--- src/rtl/tinyalu_pkg.sv ---
// tinyalu_pkg: opcodes, driver states and datapath widths shared by the tiny ALU driver.
package tinyalu_pkg;
  localparam int OPERAND_W = 8;
  localparam int RESULT_W = 16;
  typedef enum logic [2:0] {
    NOP = 3'b000,
    ADD = 3'b001,
    AND = 3'b010,
    XOR = 3'b011,
    MUL = 3'b100
  } opcode_t;
  typedef enum logic [1:0] {IDLE, ISSUE, RESP, DRAIN} drv_state_t;
endpackage

--- src/rtl/tinyalu_driver.sv ---
// tinyalu_driver: valid/ready command-to-ALU start/done initiator with post-completion drain.
// Optional abort of stalled commands with TINYALU_DRIVER_TIMEOUT_EN.
module tinyalu_driver
  import tinyalu_pkg::*;
#(
  parameter int DRAIN_CYCLES = 4,
  parameter int TIMEOUT_CYCLES = 16
) (
  input  logic                 clk,
  input  logic                 reset,
  input  logic                 cmd_valid,
  output logic                 cmd_ready,
  input  logic [OPERAND_W-1:0] cmd_a,
  input  logic [OPERAND_W-1:0] cmd_b,
  input  logic [2:0]           cmd_op,
  output logic [OPERAND_W-1:0] alu_a,
  output logic [OPERAND_W-1:0] alu_b,
  output logic [2:0]           alu_op,
  output logic                 alu_start,
  input  logic                 alu_done,
  input  logic [RESULT_W-1:0]  alu_result,
  output logic                 rsp_valid,
  input  logic                 rsp_ready,
  output logic [RESULT_W-1:0]  rsp_result,
  output logic [2:0]           rsp_op,
  output logic                 rsp_error
);
  // one counter serves both the ISSUE timeout and the post-completion drain
  localparam int CMAX = DRAIN_CYCLES > TIMEOUT_CYCLES ? DRAIN_CYCLES : TIMEOUT_CYCLES;
  localparam int CW = $clog2(CMAX + 1);
  localparam logic [CW-1:0] DRAIN_LD = CW'(DRAIN_CYCLES);
  localparam logic [CW-1:0] ONE = CW'(1);
`ifdef TINYALU_DRIVER_TIMEOUT_EN
  localparam logic [CW-1:0] TO_LD = CW'(TIMEOUT_CYCLES);
`else
  assign rsp_error = 1'b0;
`endif
  drv_state_t state;
  logic [CW-1:0] cnt;
  always_ff @(posedge clk) begin
    if (reset) begin
      state      <= IDLE;
      cmd_ready  <= 1'b0;
      alu_a      <= '0;
      alu_b      <= '0;
      alu_op     <= '0;
      alu_start  <= 1'b0;
      rsp_valid  <= 1'b0;
      rsp_result <= '0;
      rsp_op     <= '0;
      cnt        <= '0;
`ifdef TINYALU_DRIVER_TIMEOUT_EN
      rsp_error  <= 1'b0;
`endif
    end else begin
      case (state)
        IDLE: begin
          if (!cmd_ready) cmd_ready <= 1'b1;
          else if (cmd_valid) begin
            cmd_ready <= 1'b0;
            alu_a     <= cmd_a;
            alu_b     <= cmd_b;
            alu_op    <= cmd_op;
            cnt       <= '0;
`ifdef TINYALU_DRIVER_TIMEOUT_EN
            rsp_error <= 1'b0;
`endif
            if (cmd_op == NOP) begin
              state      <= RESP;
              rsp_valid  <= 1'b1;
              rsp_result <= '0;
              rsp_op     <= cmd_op;
            end else begin
              state     <= ISSUE;
              alu_start <= 1'b1;
            end
          end
        end
        ISSUE: begin
          if (alu_done) begin
            alu_start  <= 1'b0;
            rsp_valid  <= 1'b1;
            rsp_result <= alu_result;
            rsp_op     <= alu_op;
            cnt        <= DRAIN_LD;
            state      <= RESP;
          end
`ifdef TINYALU_DRIVER_TIMEOUT_EN
          else if (cnt == TO_LD) begin
            alu_start  <= 1'b0;
            rsp_valid  <= 1'b1;
            rsp_result <= '0;
            rsp_op     <= alu_op;
            rsp_error  <= 1'b1;
            cnt        <= DRAIN_LD;
            state      <= RESP;
          end else cnt <= cnt + ONE;
`endif
        end
        RESP: begin
          if (cnt != '0) cnt <= cnt - ONE;
          if (rsp_ready) begin
            rsp_valid <= 1'b0;
            if (cnt == '0) begin
              state     <= IDLE;
              cmd_ready <= 1'b1;
            end else state <= DRAIN;
          end
        end
        DRAIN: begin
          if (cnt <= ONE) begin
            cnt       <= '0;
            state     <= IDLE;
            cmd_ready <= 1'b1;
          end else cnt <= cnt - ONE;
        end
        default: state <= IDLE;
      endcase
    end
  end
endmodule

--- config.mk ---
export PLATFORM = sky130hd
export DESIGN_NAME = tinyalu_driver
export DESIGN_NICKNAME = d
export VERILOG_FILES = /design/src/rtl/tinyalu_pkg.sv /design/src/rtl/tinyalu_driver.sv
export SDC_FILE = /design/constraint.sdc
export NUM_CORES = 1
export LEC_CHECK = 0
export BUFFER_PORTS_ARGS = -buffer_cell sky130_fd_sc_hd__buf_2
export CAP_MARGIN = 20
export CORE_MARGIN = 2
export CORE_UTILIZATION = 44
export DETAILED_ROUTE_END_ITERATION = 7
export PLACE_DENSITY = 0.76
export SYNTH_ARGS = -nofsm -noshare
export SYNTH_HDL_FRONTEND = slang
export SYNTH_SLANG_ARGS = --single-unit
--- constraint.sdc ---
create_clock -name clk -period 1.65 [get_ports clk]
set_clock_uncertainty 0.05 [all_clocks]
set_input_delay 0.0825 -clock clk [delete_from_list [all_inputs] [get_ports clk]]
set_output_delay 0.0825 -clock clk [all_outputs]
set_load 0.05 [all_outputs]
==> metrics.cfg <==
[outcome]
result_of_the_run=complete, but fails checks
failed_checks=setup timing

[critical_path]
cp.buffers_inverters=2
critPathCapture=rsp_op[0]$_SDFFE_PP0P_
crit_fanout=5
setup.reg_to_reg.worst_slack_ps=-180
critical_r2r_capture=rsp_op[0]$_SDFFE_PP0P_
setup.worst_path.class=flip-flop to flip-flop
worst_r2r_path_depth=7
timing.critical_path.slowest_cell_delay_ps=380
timing.critical_path.max_delay_family=compound AO/OA/AOI/OAI gates
worstSetupStartpoint=state[0]$_SDFFE_PP0P_
crit_required_ps=1810
r2r_start=state[0]$_SDFFE_PP0P_
crit_cells=7
critical_path.slowest_cell=dfxtp_4
crit_chain=inv_4 -> ha_4 -> nor4b_4 -> o211a_4 -> clkbuf_16 -> nor2_2 -> a211oi_1
critPathLaunchType=flip-flop
critPathCaptureType=flip-flop
cp_data_arrival_time_ps=2000

[floorplan]
num_io_pins=82
placeableCoreArea_um2=4720
rows=25
design.die.area_um2=5480
start_util=0.457
die_height_um=74.1
floorplan.die.width_um=74.1

[logic_synthesis]
synth-edff-count=0
syn-num-nets=308
synth-compound-area-share=0.207
yosys_warnings=0
ys_ff_latch=48
async_flop_share=0
area_share_of_and_or_nand_nor_cells_after_synthesis=0.226
synth_top_family_by_area=simple AND/OR/NAND/NOR gates
synth_area_leaders=dfxtp_1 (44%), a21oi_1 (10%), nand2_1 (9.9%)
cell_variety_after_synth=45
area_leader_netlist=dfxtp_1
yosys.area.top_type_share=0.445
ys_seq_area_frac=0.445
synth-xor-area-share=0.00811
postSynth.topFlopCell=dfxtp_1
share_of_synthesized_cell_area_in_full_adder_half_adder_and_majority_cells=0.0463
syn_area_per_cell_um2=8.31
synth_area_um2=2160
number_of_instances_in_the_synthesized_netlist=260
post_synth_mux_area_share=0.0139

[detailed_routing]
routed_via_density=5.41
route.detailed.drc=0
initialDrtViolationCount=215
final_antenna_net_count=0
detail_route.first_pass.iterations=4
routed_wl_mm=8.38
routed_wire_length_per_instance_um=17.7
detailroute.via_count=2564

[hold_path]
timing.hold.worst.class=input port to flip-flop
timing.hold.worst_path_depth=3

[clock_network]
cts-root-to-sink-buffers=2
clkSlewWorstSetupHoldPaths_ps=100
clock_sink_count=48
tritoncts.num_buffers=5
clk_root_buffer_cell=clkbuf_8
clock_tree.htree_level_count=2
worst_skew_late_latency_ps=320
cts_tree=built

[timing]
fmaxAchievable_mhz=545
unrepaired_setup_endpoints_after_global_routing=true
holdWs_ps=6.36
final_min_period_over_clock_period=1.11
period_minus_slack_ps=1830
setup_tns_ps=-855
finalMaxSlewViolations=0
setup_slack_ps=-184
timing.final.hold_violations=0
report.final.setup_viol=20

[finish]
final_area_um2=3820
synthToLayoutAreaGrowth_pct=76.9
utilization=0.809
final_nets=453
layout.cells.most_common=buf_2
ratio_of_cells_with_drive_above_1_in_the_final_layout=0.530
layout_common_cells=buf_2 (80), dfxtp_1 (44), nand2_1 (41)

[pwr]
power.leakage_nw=1.58
peakVddDrop_mv=0.827
cellPowerDensity_nw_per_um2=1710

[global_route]
grt_overflow=0
globalRouteTotalUtil=0.233
antenna_violations_before_repair=0
global_route_wire_length_before_repair_mm=9.98
first_global_vias=2224
grt_start_max_net_pins=36

[flow_run]
maximum_capacitance_violations=0

[place]
placed_area_um2=2820
globalplace.congestion=0.958
place.detailed.hpwl_mm=3.90
io_buffer_count=80

## where the power goes
group | switching [mW] | total (mW) | internal, mW
Clock | 0.437 | 0.933 | 0.496
Sequential | 0.247 | 1.64 | 1.39
Combinational | 2.22 | 3.96 | 1.74
## metal layers
metal	up-vias	GRT usage	part of all wire
met2	124	0.414	0.51
met4	0	0.0747	0.050
met3	39	0.0678	0.065
met5	-	0	0
li1	1193	-	-
met1	1208	0.270	0.38
## cell type report
class,count,area (um2)
Antenna cell,1,2.50
Clock buffer,6,82.6
Clock inverter,2,38.8
Fill cell,269,903
Inverter,9,38.8
Multi-Input combinational cell,187,1490
Sequential cell,48,968
Tap cell,67,83.8
Timing Repair Buffer,154,1120
## repair_timing
action / in CTS / in global routing
endpoints found under the hold margin: 27 / 4
cloned: 0 / 3
setup endpoints to repair: 45 / 28
buffers inserted: 10 / 3
gates resized for setup: 21 / 78
pin swaps: 9 / 41
hold buffers: 27 / 4
## worst min-delay path, stage by stage
cell	delay [ps]
buf_2	130
nand3_4	80
a21oi_2	50
## registers in the layout, indices dropped and copies added, names as in the netlist
| name | flops |
|---|---|
| rsp_result | 16 |
| alu_a | 8 |
| alu_b | 8 |
| cnt | 5 |
| alu_op | 3 |
| rsp_op | 3 |
| state | 2 |
| alu_start | 1 |
| cmd_ready | 1 |
| rsp_valid | 1 |
## stage by stage
step	setup WS (ps)	std cells	power, mW
finish	-184	474	6.53
CTS	-47.7	463	5.85
detailed placement	-131	418	4.54
global route	-262	473	6.84
floorplan	12.9	260	3.58
global placement	-82.8	418	4.49
## worst min-delay path by stage
stage / from / end
4_1_cts: alu_result[15] / rsp_result[15]$_SDFFE_PP0P_
3_3_place_gp: cmd_a[6] / alu_a[6]$_SDFFE_PP0P_
2_1_floorplan: cmd_a[0] / alu_a[0]$_SDFFE_PP0P_
5_1_grt: alu_result[9] / rsp_result[9]$_SDFFE_PP0P_
6_report: alu_result[9] / rsp_result[9]$_SDFFE_PP0P_
3_5_place_dp: cmd_a[4] / alu_a[4]$_SDFFE_PP0P_
## cell usage after synthesis, types with 2 or more instances
cell      instances
buf_2             2
a211oi_1          3
mux2i_1           3
o41ai_1           2
and3_1            2
buf_1             2
nor3_1            2
nor4b_4           2
nand2b_1          2
nor2b_1           2
o31ai_1           2
dfxtp_1          48
nor2_1            9
ha_1              8
or4_1             3
nand2_1          57
o21ai_0           5
clkbuf_1          9
a211oi_2          2
buf_4             2
nand3_1          19
inv_1             9
a21oi_1          43
## kinds of logic after synthesis
group	after synthesis
AO/OA/AOI/OAI	71
XOR/XNOR	2
adder cells (fa/ha/maj)	8
buffers and inverters	25
flip-flops	48
multiplexers	3
other	1
AND/OR/NAND/NOR	102
(Power assumes the default switching activity.)
